--- config.mk ---
export PLATFORM = sky130hd
export DESIGN_NAME = nx_boot_loader
export DESIGN_NICKNAME = d
export VERILOG_FILES = /design/src/rtl/nx_boot_pkg.sv /design/src/rtl/nx_boot_word_asm.sv /design/src/rtl/nx_boot_loader.sv
export SDC_FILE = /design/constraint.sdc
export NUM_CORES = 1
export LEC_CHECK = 0
export ABC_CLOCK_PERIOD_IN_PS = 18800
export BUFFER_PORTS_ARGS = -buffer_cell sky130_fd_sc_hd__clkbuf_2
export CORE_MARGIN = 2
export CORE_UTILIZATION = 37
export DETAILED_ROUTE_END_ITERATION = 12
export HOLD_SLACK_MARGIN = 0.05
export PLACE_DENSITY_LB_ADDON = 0.08
export SYNTH_ARGS = -nofsm -noshare
export SYNTH_HDL_FRONTEND = slang
export SYNTH_SLANG_ARGS = --single-unit
--- constraint.sdc ---
create_clock -name clk -period 18.8 [get_ports clk]
set_input_delay 3.76 -clock clk [delete_from_list [all_inputs] [get_ports clk]]
set_output_delay 3.76 -clock clk [all_outputs]
set_load 0.02 [all_outputs]
--- src/rtl/nx_boot_pkg.sv ---
// Shared definitions for the boot loader: FSM states, frame target codes and header size.
package nx_boot_pkg;

    typedef enum logic [2:0] {
        ST_IDLE,
        ST_HDR,
        ST_DATA,
        ST_WRITE,
        ST_RUN
    } boot_state_t;

    localparam logic [7:0] TGT_INST = 8'h01;
    localparam logic [7:0] TGT_DATA = 8'h02;
    localparam logic [7:0] TGT_REG  = 8'h03;
    localparam logic [7:0] TGT_GO   = 8'hA5;

    localparam int HDR_BYTES = 6;

    function automatic logic is_load_target(input logic [7:0] code);
        return (code == TGT_INST) || (code == TGT_DATA) || (code == TGT_REG);
    endfunction

endpackage

--- src/rtl/nx_boot_word_asm.sv ---
// Little-endian byte-to-word assembler; word/word_done include the byte accepted this cycle.
module nx_boot_word_asm (
    input  logic        clk,
    input  logic        rst,
    input  logic        clear,
    input  logic        byte_valid,
    input  logic [7:0]  byte_data,
    output logic [31:0] word,
    output logic        word_done
);

    logic [1:0] idx_reg;

    always_ff @(posedge clk or posedge rst) begin
        if (rst) begin
            idx_reg <= 2'd0;
        end else if (clear) begin
            idx_reg <= 2'd0;
        end else if (byte_valid) begin
            idx_reg <= idx_reg + 2'd1;
        end
    end

    // Each lane captures its byte; the lane being written this cycle bypasses the register.
    generate
        for (genvar gi = 0; gi < 4; gi++) begin : g_lane
            logic [7:0] lane_reg;
            logic       lane_hit;

            assign lane_hit = byte_valid && (idx_reg == 2'(gi));

            always_ff @(posedge clk or posedge rst) begin
                if (rst) begin
                    lane_reg <= 8'h00;
                end else if (lane_hit) begin
                    lane_reg <= byte_data;
                end
            end

            assign word[gi*8 +: 8] = lane_hit ? byte_data : lane_reg;
        end
    endgenerate

    assign word_done = byte_valid && (idx_reg == 2'd3);

endmodule

--- src/rtl/nx_boot_loader.sv ---
// Parses host load frames from a byte stream and drives the core's init write ports, then releases the core.
module nx_boot_loader
    import nx_boot_pkg::*;
#(
    parameter int ADDR_STEP = 4,
    parameter int CNT_W     = 16
) (
    input  logic        clk,
    input  logic        rst,
    input  logic        in_valid,
    input  logic [7:0]  in_data,
    output logic        in_ready,
    output logic        inst_ram_wen,
    output logic [31:0] inst_ram_waddr,
    output logic [31:0] inst_ram_wdata,
    output logic        data_ram_wen_initial,
    output logic [31:0] data_ram_waddr_initial,
    output logic [31:0] data_ram_wdata_initial,
    output logic        regfile_wen_initial,
    output logic [4:0]  regfile_waddr_initial,
    output logic [31:0] regfile_wdata_initial,
    output logic        core_run,
    output logic        busy,
    output logic        err
);

    boot_state_t       state_reg, state_next;
    logic [7:0]        tgt_reg;
    logic [2:0]        hdr_cnt_reg;
    logic [7:0]        cnt_lo_reg;
    logic [CNT_W-1:0]  cnt_reg;
    logic [31:0]       addr_reg;
    logic              err_reg;

    logic              inst_wen_reg, data_wen_reg, reg_wen_reg;
    logic [31:0]       inst_waddr_reg, inst_wdata_reg;
    logic [31:0]       data_waddr_reg, data_wdata_reg;
    logic [4:0]        reg_waddr_reg;
    logic [31:0]       reg_wdata_reg;

    logic              accept;
    logic              hdr_last;
    logic [CNT_W-1:0]  cnt_hdr;
    logic              asm_valid, asm_clear, asm_done;
    logic [31:0]       asm_word;

    assign in_ready = !rst && ((state_reg == ST_IDLE) || (state_reg == ST_HDR) ||
                               (state_reg == ST_DATA));
    assign accept   = in_valid && in_ready;
    assign hdr_last = (hdr_cnt_reg == 3'(HDR_BYTES - 1));
    assign cnt_hdr  = CNT_W'({in_data, cnt_lo_reg});

    // The first four header bytes (base address) share the assembler with the data words.
    assign asm_valid = accept && (((state_reg == ST_HDR) && (hdr_cnt_reg < 3'd4)) ||
                                  (state_reg == ST_DATA));
    assign asm_clear = (state_reg == ST_IDLE);

    nx_boot_word_asm u_word_asm (
        .clk        (clk),
        .rst        (rst),
        .clear      (asm_clear),
        .byte_valid (asm_valid),
        .byte_data  (in_data),
        .word       (asm_word),
        .word_done  (asm_done)
    );

    always_comb begin
        state_next = state_reg;
        case (state_reg)
            ST_IDLE: begin
                if (accept) begin
                    if (is_load_target(in_data)) begin
                        state_next = ST_HDR;
                    end else if (in_data == TGT_GO) begin
                        state_next = ST_RUN;
                    end
                end
            end
            ST_HDR: begin
                if (accept && hdr_last) begin
                    state_next = (cnt_hdr == '0) ? ST_IDLE : ST_DATA;
                end
            end
            ST_DATA: begin
                if (asm_done) begin
                    state_next = ST_WRITE;
                end
            end
            ST_WRITE: begin
                state_next = (cnt_reg == CNT_W'(1)) ? ST_IDLE : ST_DATA;
            end
            ST_RUN:  state_next = ST_RUN;
            default: state_next = ST_IDLE;
        endcase
    end

    always_ff @(posedge clk or posedge rst) begin
        if (rst) begin
            state_reg   <= ST_IDLE;
            tgt_reg     <= 8'h00;
            hdr_cnt_reg <= 3'd0;
            cnt_lo_reg  <= 8'h00;
            cnt_reg     <= '0;
            addr_reg    <= 32'h0;
            err_reg     <= 1'b0;
        end else begin
            state_reg <= state_next;
            case (state_reg)
                ST_IDLE: begin
                    hdr_cnt_reg <= 3'd0;
                    if (accept) begin
                        if (is_load_target(in_data)) begin
                            tgt_reg <= in_data;
                        end else if (in_data != TGT_GO) begin
                            err_reg <= 1'b1;
                        end
                    end
                end
                ST_HDR: begin
                    if (accept) begin
                        hdr_cnt_reg <= hdr_cnt_reg + 3'd1;
                        if (asm_done) begin
                            addr_reg <= asm_word;
                        end
                        if (hdr_cnt_reg == 3'd4) begin
                            cnt_lo_reg <= in_data;
                        end
                        if (hdr_last) begin
                            cnt_reg <= cnt_hdr;
                        end
                    end
                end
                ST_WRITE: begin
                    // Regfile index lives in addr[4:0], so a plain +1 wraps 31 -> 0 there.
                    addr_reg <= (tgt_reg == TGT_REG) ? addr_reg + 32'd1
                                                     : addr_reg + 32'(ADDR_STEP);
                    cnt_reg  <= cnt_reg - CNT_W'(1);
                end
                default: ;
            endcase
        end
    end

    always_ff @(posedge clk or posedge rst) begin
        if (rst) begin
            inst_wen_reg   <= 1'b0;
            data_wen_reg   <= 1'b0;
            reg_wen_reg    <= 1'b0;
            inst_waddr_reg <= 32'h0;
            inst_wdata_reg <= 32'h0;
            data_waddr_reg <= 32'h0;
            data_wdata_reg <= 32'h0;
            reg_waddr_reg  <= 5'd0;
            reg_wdata_reg  <= 32'h0;
        end else begin
            inst_wen_reg <= 1'b0;
            data_wen_reg <= 1'b0;
            reg_wen_reg  <= 1'b0;
            if ((state_reg == ST_DATA) && asm_done) begin
                case (tgt_reg)
                    TGT_INST: begin
                        inst_wen_reg   <= 1'b1;
                        inst_waddr_reg <= addr_reg;
                        inst_wdata_reg <= asm_word;
                    end
                    TGT_DATA: begin
                        data_wen_reg   <= 1'b1;
                        data_waddr_reg <= addr_reg;
                        data_wdata_reg <= asm_word;
                    end
                    TGT_REG: begin
                        reg_wen_reg    <= 1'b1;
                        reg_waddr_reg  <= addr_reg[4:0];
                        reg_wdata_reg  <= asm_word;
                    end
                    default: ;
                endcase
            end
        end
    end

    assign inst_ram_wen           = inst_wen_reg;
    assign inst_ram_waddr         = inst_waddr_reg;
    assign inst_ram_wdata         = inst_wdata_reg;
    assign data_ram_wen_initial   = data_wen_reg;
    assign data_ram_waddr_initial = data_waddr_reg;
    assign data_ram_wdata_initial = data_wdata_reg;
    assign regfile_wen_initial    = reg_wen_reg;
    assign regfile_waddr_initial  = reg_waddr_reg;
    assign regfile_wdata_initial  = reg_wdata_reg;

    assign core_run = (state_reg == ST_RUN);
    assign busy     = (state_reg == ST_HDR) || (state_reg == ST_DATA) || (state_reg == ST_WRITE);
    assign err      = err_reg;

endmodule

# Word-level counts from Yosys, hierarchy flattened
# Cells that the tools add are included.
dict set report op_classes {
  add_sub_neg 5
  eq_ne 25
  n_mux 29
  n_shift 0
  n_bitwise 1
  magnitude_cmp 1
  div_mod_pow 0
  n_reduce_logical 34
  n_mul 0
}
# operator count
set ops {}
lappend ops {{$mux 32} 3}
lappend ops {{$pmux 32 s2} 1}
lappend ops {{$add 32x1->32 const B} 1}
lappend ops {{$add 32x3->32 const B} 1}
lappend ops {{$eq 8x2->1 const B} 4}
lappend ops {{$mux 16} 2}
lappend ops {{$mux 8} 4}
lappend ops {{$pmux 16 s2} 1}
lappend ops {{$mux 3} 6}
lappend ops {{$eq 16x1->1 const B} 1}
lappend ops {{$eq 8x1->1 const B} 2}
lappend ops {{$logic_not 16->1} 1}
lappend ops {{$sub 16x1->16 const B} 1}
lappend ops {{$pmux 3 s5} 1}
lappend ops {{$reduce_and 3->1} 4}
lappend ops {{$logic_and 1x1->1} 10}
lappend ops {{$ne 2x2->1 const B} 5}
lappend ops {{$eq 3x3->1 const B} 3}
lappend ops {{$eq 8x8->1 const B} 1}
lappend ops {{$mux 2} 4}
lappend ops {{$ne 8x8->1 const B} 1}
lappend ops {{$reduce_and 2->1} 4}
lappend ops {{$reduce_and 4->1} 2}
lappend ops {{$logic_or 1x1->1} 7}
lappend ops {{other kinds (16)} 25}
dict set report totals {
  ram_bits 0
  latchBits 0
  romBits 0
  mem_count 0
  input_bits 11
  word_cells 116
  output_inout_bits 172
  regBits 273
}

# Longest topological paths before layout
# Gate-level depths: netlist of the first run.
dict set report logic_depth {
  word_depth 11
  ltp_mapped 10
  ltp_nobuf 7
}

# Modules after synthesis
# A second synthesis of the first run with hierarchy kept.
dict set report hier_totals {
  hier_cells 882
  area_unflattened_um2 12388.1
}
# module area_per_inst_um2 cells_each n_inst
set by_module_without_submodules {}
lappend by_module_without_submodules {nx_boot_loader 10874.2 799 1}
lappend by_module_without_submodules {nx_boot_word_asm 1514.0 83 1}

# Least setup slack after synthesis of the first run
# OpenSTA, ideal clock, no wires.
dict set report synth_path {
  path_type {input-to-output}
  from {input rst}
  to {output in_ready}
  path_stages 2
  slack_ns 4.923
  required_ns 15.040
  arrival_time_ns 10.117
  cell_sequence {inv_1 and2_1}
}
dict set report synth_between {
  elab_chain_len 2
}
# element line
set synth_rtl {}
lappend synth_rtl {{from (decl)} nx_boot_loader.sv:9} ;# input logic rst,
lappend synth_rtl {{$logic_not 1->1 (no source line)} --}
lappend synth_rtl {{$logic_and 1x1->1} nx_boot_loader.sv:47} ;# assign in_ready = !rst && ((state_reg == ST_IDLE) || (state_reg == ST_HDR) ||
lappend synth_rtl {{to (decl)} nx_boot_loader.sv:12} ;# output logic in_ready,
# Every way passes these cells.

# Final worst setup path of the first run
# Ends and elaborated chain as after synthesis.

==> flow_summary_export.csv, run 1 <==
group,metric,value,unit
logic_synthesis,yosys_warnings,0,
floorplanning,die-area,33100,µm²
logic_synthesis,ys_types,67,
logic_synthesis,synth_fa_ha_area_frac,0.0117,
cts,clkLatencyLatePin,560,ps
critical_path,r2r-end,"inst_ram_wdata[22]",
logic_synthesis,netlist_area,11700,µm²
critical_path,crit_type,"primary input to output pin",
floorplanning,num_io_pins,183,
pwr,p_int,964,µW
logic_synthesis,muxShareOfSynthArea,0.106,
logic_synthesis,synth_nets,1093,
min_path,hold_start,"regfile_wdata_initial[15]",
timing,period_needed,8540,ps
logic_synthesis,synth_compound_area_frac,0.123,
timing,fin_worst_hold_slack,475,ps
logic_synthesis,synth_area_per_cell,10.9,µm²
pwr,seqPwrFrac,0.481,
detailed_routing,viasPerCell,5.17,
final_layout,antenna_cells,0,
logic_synthesis,synth_top_area_share,0.583,
cts,htreeDepth,1,
cts,post_cts_buffers,0,
logic_synthesis,synth_area_leaders,"dfrtp_1 (58%), mux2_2 (6.9%), o21ai_0 (5.4%)",
timing,hold_violations,0,
timing,setup-tns-final,0,ps
critical_path,worstRegToRegCells,6,
cts,clock_path_buffers,3,
grt,overflow,0,
critical_path,timing.critical_path.required,15040,ps
logic_synthesis,ys_seq_area_frac,0.583,
critical_path,rr_startpoint,"state_reg[1]",
run_status,status,"completed",
logic_synthesis,synth_edf_count,0,
logic_synthesis,ys_ff_latch,273,
logic_synthesis,syn_inst,1071,
final_layout,layout-drive-gt1-share,0.278,
min_path,min_to,"regfile_wdata_initial[15]",
placement,port_buffers,182,
cts,cts.clk_slew.worst_paths,50,ps
timing,timing.final.max_slew_violations,0,
placement,gp_congestion,0.783,
pwr,p_sw,263,µW
floorplanning,die_y,182,µm
timing,setup_viol,0,
timing,period_share,0.454,
final_layout,n_fill_cell,3045,
cts,cts-hold-fix-buffers,0,
floorplanning,initial_core_util,0.373,
timing,max_freq,117,MHz
timing,relSlewSlack,0.288,
logic_synthesis,synth_commonest_cells,"dfrtp_1 (273), nand2_1 (151), o21ai_0 (127)",
timing,fin_skew,16.6,ps
pwr,peakVddDrop,0.0000695,V
final_layout,final_nets,1247,
critical_path,crit_arrival,4780,ps
timing,tightestPinTransition,1070,ps
min_path,whs_path_depth,2,
critical_path,r2r_setup_slack,15270,ps
logic_synthesis,postSynth.asyncResetShare,1.00,
detailed_routing,wl_per_cell,19.4,µm
detailed_routing,ant_nets,0,
detailed_routing,first_pass_iters,4,
critical_path,startpoint_type,"primary input",
detailed_routing,routed-via-count,8548,
cts,cts_resized,0,
logic_synthesis,synth_top_family_by_area,"simple AND/OR/NAND/NOR gates",
detailed_routing,first_iter_violations,489,
pwr,p_total,1230,µW
detailed_routing,drcViolationCount,0,
critical_path,worst_setup_path_end_kind,"output pin",
grt,antenna_found_initial,0,
floorplanning,rows,65,
timing,timing.final.ws_setup,10260,ps
grt,grt_pass1_vias,8181,
placement,place_ws,10160,ps
pwr,p_leak,0.00729,µW
grt,grt_pass1_wl,50.7,mm
cts,cts_buffers,31,
logic_synthesis,synth_top_area_cell,"dfrtp_1",
pwr,switching_share,0.214,
detailed_routing,wirelength,32.1,mm
timing,rsz0062_at_grt,"no",
grt,grt_max_degree,177,
pwr,p_comb_frac,0.018,
placement,place_inst,1594,
logic_synthesis,synth_xor_area_frac,0.00224,
cts,cts_root_buf,"clkbuf_16",
floorplanning,core-area,31400,µm²
logic_synthesis,synthFlopType,"dfrtp_1",
pwr,p_per_area,87.5,nW/µm²
final_layout,fin_cells,1652,
critical_path,cp_max_fo,100,
logic_synthesis,yosysMostFrequentCell,"dfrtp_1",
final_layout,syn_to_final_growth,19.6,%
floorplanning,die_w,182,µm
grt,grt.total_usage,0.194,
placement,dp_hpwl,21.1,mm
cts,cts_tree,"done",
job,maxCapViolations,0,
pwr,p_clk_frac,0.502,
logic_synthesis,synthSimpleGateAreaFrac,0.134,
min_path,min_path_type,"flip-flop to flip-flop",
cts,cts_sinks,273,
[metal layers]
layer  vias to the layer above  part of all wire  track usage  wire length [µm]
li1                       4060                 -            -                 -
met1                      4246              0.51        0.297             16200
met2                       208              0.43        0.290             13800
met3                        34             0.050       0.0317              1610
met4                         0             0.013       0.0429               429
met5                         -                 0            0                 0
[worst max-delay path, stage by stage]
cell	delay, ps
clkbuf_2	150
inv_8	470
and2_1	220
clkbuf_2	160
[kinds of logic (layout without fill, tap and decap cells)]
group,after synthesis,after routing
AO/OA/AOI/OAI,237,237
XOR/XNOR,3,3
adder cells (fa/ha/maj),11,11
buffers and inverters,116,295
flip-flops,273,273
multiplexers,113,113
AND/OR/NAND/NOR,318,318
[cell usage in the layout (no fill, tap or decap), types with 8 or more instances in the layout]
master,count
clkbuf_2,182
nor3_1,12
nor2_1,41
nand3_1,25
clkbuf_16,31
mux2_2,72
dfrtp_1,273
inv_1,46
o211ai_1,24
ha_1,11
nand4_1,13
clkbuf_8,11
or3_1,10
nand2_1,151
o21ai_1,9
a21oi_1,21
mux2i_1,36
clkinv_2,8
nor2b_1,8
o21ai_0,127
[layout make-up]
| class | count | area [µm²] | share of cell area |
|---|---|---|---|
| flip-flops and latches | 273 | 6830 | 0.488 |
| multi-input cells | 682 | 4450 | 0.318 |
| well taps | 402 | 503 | 0.0359 |
| repair buffers | 190 | 983 | 0.0702 |
| clock buffers | 46 | 942 | 0.0672 |
| clock inverters | 12 | 116 | 0.00831 |
| inverters | 47 | 184 | 0.0131 |
[worst max path at each step]
stage | startpoint | to | slack [ps] | depth (start not counted)
6_report | rst | in_ready | 10260 | 4
5_1_grt | rst | in_ready | 10080 | 4
4_1_cts | rst | in_ready | 10150 | 4
3_5_place_dp | rst | in_ready | 10160 | 4
3_3_place_gp | rst | in_ready | 10160 | 4
2_1_floorplan | rst | in_ready | 4920 | 2
[stage by stage]
stage	cell area, µm²	util
global route	14000	0.446
global placement	13000	0.413
finish	14000	0.446
floorplan	11700	-
CTS	14000	0.446
detailed placement	13000	0.413
[power by group through the flow]
stage	clock network (µW)	registers, µW	logic, µW
after detailed placement	0	600	22.9
after CTS	632	589	22.9
after global placement	0	600	22.9
after floorplan	0	600	13.4
final	615	589	21.7
after global routing	659	589	24.9
No activity file was read; power rests on OpenSTA's default activity.
==> inputs of run 2 (changes only) <==
--- a/config.mk
+++ b/config.mk
@@ -5,7 +5,8 @@
 export SDC_FILE = /design/constraint.sdc
 export NUM_CORES = 1
 export LEC_CHECK = 0
-export ABC_CLOCK_PERIOD_IN_PS = 18800
+export ABC_AREA = 1
+export ABC_CLOCK_PERIOD_IN_PS = 7100
 export BUFFER_PORTS_ARGS = -buffer_cell sky130_fd_sc_hd__clkbuf_2
 export CORE_MARGIN = 2
 export CORE_UTILIZATION = 37
==> constraint.sdc (replaced) <==
create_clock -name clk -period 7.1 [get_ports clk]
set_input_delay 1.42 -clock clk [delete_from_list [all_inputs] [get_ports clk]]
set_output_delay 1.42 -clock clk [all_outputs]
set_load 0.02 [all_outputs]
==> run 2 against run 1 <==
  * Non-clock buffer count is 1 lower
  * Core utilization grew 0.18 points
  * Area after synthesis rose by 4.6%
  * Setup slack lost 7200 ps
  * Count of clock-buffer cells in the layout is 2 lower
  * Critical endpoint unchanged
==> flow_summary_export.csv, run 2 <==
group,metric,value,unit
timing,period_share,0.565,
min_path,min_path_type,"flip-flop to flip-flop",
grt,grt.total_usage,0.206,
logic_synthesis,ys_ff_latch,273,
floorplanning,initial_core_util,0.376,
placement,gp_congestion,0.886,
critical_path,crit_type,"primary input to output pin",
grt,grt_pass1_wl,55.5,mm
critical_path,r2r_setup_slack,4290,ps
critical_path,critical_path_buf_inv_count,4,
critical_path,timing.critical_path.required,5680,ps
timing,setup_viol,0,
final_layout,syn_to_final_growth,19.0,%
logic_synthesis,synthFlopType,"dfrtp_1",
timing,rsz0062_at_grt,"no",
placement,place_inst,2072,
timing,relSlewSlack,0.387,
run_status,status,"completed",
floorplanning,rows,66,
cts,htreeDepth,1,
cts,cts_root_buf,"clkbuf_16",
detailed_routing,wirelength,35.1,mm
pwr,p_leak,0.00792,µW
floorplanning,num_io_pins,183,
final_layout,final_common_cell,"nand2_1",
critical_path,slowest_stage,"inv_8",
logic_synthesis,postSynth.asyncResetShare,1.00,
detailed_routing,first_pass_iters,5,
cts,cts_buffers,31,
timing,hold_violations,0,
critical_path,crit_arrival,2590,ps
cts,clkLatencyLatePin,550,ps
final_layout,final_nets,1685,
logic_synthesis,syn_inst,1491,
detailed_routing,wl_per_cell,16.5,µm
floorplanning,die_y,186,µm
logic_synthesis,synthSimpleGateAreaFrac,0.258,
final_layout,antenna_cells,0,
final_layout,layout-drive-gt1-share,0.159,
grt,grt_pass1_vias,9734,
detailed_routing,viasPerCell,4.81,
detailed_routing,first_iter_violations,815,
final_layout,final_core_util,0.448,
cts,post_cts_buffers,0,
cts,cts.clk_slew.worst_paths,60,ps
critical_path,path_cells,"clkbuf_2, inv_8, nand3_1, inv_1, clkbuf_2",
final_layout,fin_cells,2126,
pwr,peakVddDrop,0.000172,V
critical_path,crit_family,"buffers and inverters",
placement,port_buffers,182,
logic_synthesis,synth_area_per_cell,8.22,µm²
logic_synthesis,netlist_area,12200,µm²
logic_synthesis,muxShareOfSynthArea,0,
timing,fin_worst_hold_slack,480,ps
logic_synthesis,ys_types,32,
job,maxCapViolations,0,
timing,max_freq,249,MHz
cts,cts_tree,"done",
detailed_routing,routed-via-count,10200,
logic_synthesis,synth_edf_count,0,
critical_path,cp_max_fo,84,
cts,cts-hold-fix-buffers,0,
logic_synthesis,synth_top_area_cell,"dfrtp_1",
logic_synthesis,yosysMostFrequentCell,"nand2_1",
logic_synthesis,synth_fa_ha_area_frac,0.0112,
floorplanning,core-area,32500,µm²
timing,timing.final.max_slew_violations,0,
logic_synthesis,synth_nets,1513,
timing,tightestPinTransition,920,ps
timing,period_needed,4010,ps
grt,overflow,0,
detailed_routing,drcViolationCount,0,
cts,cts_sinks,273,
logic_synthesis,ys_seq_area_frac,0.558,
pwr,p_per_area,242,nW/µm²
timing,fin_skew,14.1,ps
critical_path,crit_top_cell,"clkbuf_2",
final_layout,n_fill_cell,3402,
grt,grt_max_degree,93,
critical_path,startpoint_type,"primary input",
critical_path,cp_slowest_stage_delay,400,ps
floorplanning,die-area,34600,µm²
logic_synthesis,synth_top_family_by_area,"simple AND/OR/NAND/NOR gates",
timing,setup-tns-final,0,ps
detailed_routing,ant_nets,0,
grt,antenna_found_initial,0,
logic_synthesis,synth_xor_area_frac,0.00358,
cts,clock_path_buffers,3,
critical_path,worst_setup_path_end_kind,"output pin",
floorplanning,die_w,186,µm
final_layout,mostFrequentLayoutCells,"nand2_1 (483), dfrtp_1 (273), clkbuf_2 (182), inv_1 (154), o21ai_1 (153)",
logic_synthesis,yosys_warnings,0,
cts,cts_resized,0,
logic_synthesis,synth_commonest_cells,"nand2_1 (485), dfrtp_1 (273), inv_1 (154)",
logic_synthesis,synth_compound_area_frac,0.0951,
logic_synthesis,synth_top_area_share,0.558,
placement,dp_hpwl,24.8,mm
logic_synthesis,synth_area_leaders,"dfrtp_1 (56%), nand2_1 (15%), o21ai_1 (6.3%)",
## run 2: cell types whose count changed in the layout (fill, tap and decap cells not counted), moves of 9 or more
| cell | change |
|---|---|
| inv_1 | +108 |
| nand4_1 | +9 |
| nor2_1 | +44 |
| o211ai_1 | -18 |
| o21ai_0 | -83 |
| inv_2 | +14 |
| mux2i_1 | -36 |
| mux2_2 | -72 |
| or3_1 | -10 |
| o21ai_1 | +144 |
| nand2_1 | +332 |
| nor3_1 | +9 |
| nand3_1 | +87 |
## run 2: cell type report
class	count	area, µm²	area share
Tap cell	442	553	0.0379
Sequential cell	273	6830	0.469
Inverter	169	642	0.0440
Multi-Input combinational cell	999	4530	0.311
Clock buffer	44	875	0.0600
Clock inverter	10	185	0.0127
Timing Repair Buffer	189	963	0.0661
## run 2: cells by family (layout without fill, tap and decap cells)
family / after synthesis / count (layout)
AND/OR/NAND/NOR: 755 / 755
buffers and inverters: 219 / 412
adder cells (fa/ha/maj): 11 / 11
flip-flops: 273 / 273
AO/OA/AOI/OAI: 228 / 228
XOR/XNOR: 5 / 5
## run 2: report_power, final
part | leakage (µW) | total (µW) | switching, µW | internal [µW]
Sequential | 0.00348 | 1640 | 35.5 | 1600
Clock | 0.000515 | 1670 | 634 | 1030
Combinational | 0.00393 | 231 | 170 | 61.6
Total | 0.00792 | 3540 | 839 | 2700
## run 2: path summary, 6_finish.rpt
check | start | endpoint | cells after the start
worst max register to register | tgt_reg[4] | addr_reg[16] | 10
worst min register to register | cnt_reg[15] | cnt_reg[15] | 2
worst min-delay path | cnt_reg[15] | cnt_reg[15] | 2
worst max-delay path | rst | in_ready | 5
min in group asynchronous | rst | regfile_waddr_initial[0] | 2
max in group asynchronous | rst | regfile_wdata_initial[13] | 4
## run 2: metrics by stage
step           setup slack (ps)  power (µW)  instance area [µm²]
2_1_floorplan               305        1820                12200
3_3_place_gp               2840        1900                13500
3_5_place_dp               2770        1900                13500
4_1_cts                    3060        3580                14600
5_1_grt                    2940        3690                14600
6_report                   3090        3540                14600
## run 2: worst register-to-register path, cell delays in order (launching register included)
cell,delay (ps)
dfrtp_1,380
nor2_1,100
nand2_1,130
nor2_1,720
nand2_1,570
nand2_1,310
inv_1,120
nand2_1,70
nand2_1,50
nand3_1,170
nand3_1,90
## run 2: metal layers
metal  vias to the layer above  GRT usage  wire [µm]
li1                       5129          -          -
met1                      4824      0.289      16000
met2                       219      0.343      16800
met3                        46     0.0256       1640
met4                         0     0.0435        690
met5                         -          0          0
==> inputs of run 3 (changes only) <==
--- a/config.mk
+++ b/config.mk
@@ -5,8 +5,8 @@
 export SDC_FILE = /design/constraint.sdc
 export NUM_CORES = 1
 export LEC_CHECK = 0
-export ABC_AREA = 1
-export ABC_CLOCK_PERIOD_IN_PS = 7100
+export ABC_AREA = 0
+export ABC_CLOCK_PERIOD_IN_PS = 3200
 export BUFFER_PORTS_ARGS = -buffer_cell sky130_fd_sc_hd__clkbuf_2
 export CORE_MARGIN = 2
 export CORE_UTILIZATION = 37
==> constraint.sdc (replaced) <==
create_clock -name clk -period 3.2 [get_ports clk]
set_input_delay 0.64 -clock clk [delete_from_list [all_inputs] [get_ports clk]]
set_output_delay 0.64 -clock clk [all_outputs]
set_load 0.02 [all_outputs]
==> run 3 against run 2 <==
  * Power grew 100%
  * Global-route usage fell by 0.74 points
  * Combinational power shrank 42%
  * Critical path type is now flip-flop to output pin
  * Largest power group unchanged
==> flow_summary_export.csv, run 3 (synthesis gave the netlist of run 1 again) <==
group,metric,value,unit
run_status,status,"completed",
final_layout,syn_to_final_growth,22.4,%
timing,rsz0062_at_grt,"no",
grt,grt_pass1_wl,51.6,mm
critical_path,critical_path_buf_inv_count,2,
cts,cts_resized,0,
grt,met3_usage,0.0343,
pwr,p_per_area,500,nW/µm²
floorplanning,initial_core_util,0.373,
job,maxCapViolations,0,
final_layout,final_core_util,0.457,
final_layout,mostFrequentLayoutCells,"dfrtp_1 (273), clkbuf_2 (182), nand2_1 (151), o21ai_0 (127), mux2_2 (72)",
floorplanning,core-area,31400,µm²
cts,cts.clk_slew.worst_paths,60,ps
placement,port_buffers,182,
final_layout,n_fill_cell,3008,
critical_path,r2r-end,"regfile_wdata_initial[27]",
pwr,p_comb_frac,0.019,
timing,fin_skew,6.98,ps
timing,timing.final.max_slew_violations,0,
critical_path,cp_slowest_stage_delay,480,ps
detailed_routing,wl_per_cell,19.5,µm
critical_path,path_cells,"buf_4, a21oi_1, and2_1, clkbuf_2",
critical_path,startpoint_type,"flip-flop",
final_layout,fin_cells,1687,
critical_path,worst_setup_path_end_kind,"output pin",
placement,place_ws,563,ps
final_layout,final_common_cell,"dfrtp_1",
placement,gp_congestion,0.783,
floorplanning,die_w,182,µm
timing,relSlewSlack,0.412,
min_path,min_path_type,"primary input to asynchronous set/reset pin",
timing,hold_violations,0,
pwr,switching_share,0.211,
final_layout,antenna_cells,0,
floorplanning,die-area,33100,µm²
placement,dp_hpwl,22.7,mm
final_layout,layout-drive-gt1-share,0.296,
pwr,p_sw,1510,µW
detailed_routing,viasPerCell,5.19,
cts,clkLatencyLatePin,550,ps
grt,antenna_found_initial,1,
detailed_routing,wirelength,32.8,mm
cts,cts_buffers,31,
pwr,p_int,5650,µW
grt,overflow,0,
cts,cts-hold-fix-buffers,0,
floorplanning,num_io_pins,183,
timing,tightestPinTransition,882,ps
critical_path,rr_startpoint,"state_reg[1]",
grt,busiest_layer,"met1",
final_layout,final_nets,1287,
grt,grt_max_degree,152,
final_layout,design_area,14300,µm²
critical_path,worstRegToRegCells,6,
detailed_routing,first_pass_iters,5,
timing,period_share,0.785,
pwr,seqPwrFrac,0.483,
timing,setup_viol,0,
cts,cts_root_buf,"clkbuf_16",
cts,htreeDepth,1,
cts,cts_tree,"done",
pwr,p_leak,0.00747,µW
grt,grt.total_usage,0.199,
critical_path,r2r_setup_slack,740,ps
timing,timing.final.ws_setup,688,ps
detailed_routing,drcViolationCount,0,
floorplanning,die_y,182,µm
critical_path,cp_max_fo,19,
detailed_routing,ant_nets,0,
pwr,peakVddDrop,0.000380,V
detailed_routing,routed-via-count,8748,
floorplanning,rows,65,
critical_path,slowest_stage,"dfrtp_1",
critical_path,crit_arrival,1870,ps
critical_path,crit_type,"flip-flop to output pin",
grt,use_met1,0.307,
placement,place_inst,1634,
grt,grt_use_met2,0.291,
cts,clock_path_buffers,3,
pwr,p_clk_frac,0.498,
cts,cts_sinks,273,
cts,post_cts_buffers,0,
detailed_routing,first_iter_violations,497,
placement,postPlaceCellArea,13300,µm²
critical_path,crit_family,"flip-flops",
timing,period_needed,2510,ps
timing,max_freq,398,MHz
critical_path,timing.critical_path.required,2560,ps
grt,grt_pass1_vias,8453,
==> run 3: cell types whose count changed in the layout (fill, tap and decap cells not counted), sizes merged, moves of 21 or more <==
cell | before | now
buf | 7 | 48
inv | 170 | 46
mux2 | 0 | 77
mux2i | 0 | 36
nand2 | 489 | 151
nand3 | 114 | 25
nor2 | 93 | 41
o211ai | 6 | 27
o21ai | 197 | 136
==> run 3: power groups by stage <==
stage               combinational [µW]  sequential, µW  clock (µW)
finish                             133            3460        3570
global route                       153            3460        3800
CTS                                141            3460        3660
detailed placement                 141            3520           0
global placement                   141            3520           0
floorplan                         79.1            3520           0
==> run 3: final cells by class <==
| type | count | area (µm²) | area share |
|---|---|---|---|
| flip-flops and latches | 273 | 6830 | 0.476 |
| multi-input cells | 682 | 4450 | 0.310 |
| clock buffers | 48 | 950 | 0.0662 |
| well taps | 402 | 503 | 0.0351 |
| inverters | 47 | 180 | 0.0126 |
| clock inverters | 5 | 80.1 | 0.00558 |
| repair buffers | 230 | 1350 | 0.0939 |
==> run 3: routing by layer <==
metal,up-vias,part of all wire
li1,4155,-
met1,4308,0.50
met2,244,0.42
met3,41,0.054
met4,0,0.020
met5,-,0
==> run 3: worst max path at each step <==
stage                 startpoint                         to  slack [ps]  cells after the start
finish              state_reg[1]                   in_ready         690                      4
detailed placement           rst  regfile_wdata_initial[27]         560                      7
CTS                 state_reg[1]                   in_ready         660                      4
floorplan                    rst                   in_ready       -2710                      2
global route        state_reg[0]  regfile_wdata_initial[27]         520                      6
global placement             rst                addr_reg[0]         640                      7
==> run 3: per-stage QoR <==
stage	TNS (ps)	hold WS, ps	power [µW]
6_report	0	106	7160
5_1_grt	0	137	7420
4_1_cts	0	102	7260
3_5_place_dp	0	463	3660
3_3_place_gp	0	453	3670
2_1_floorplan	-316820	460	3600
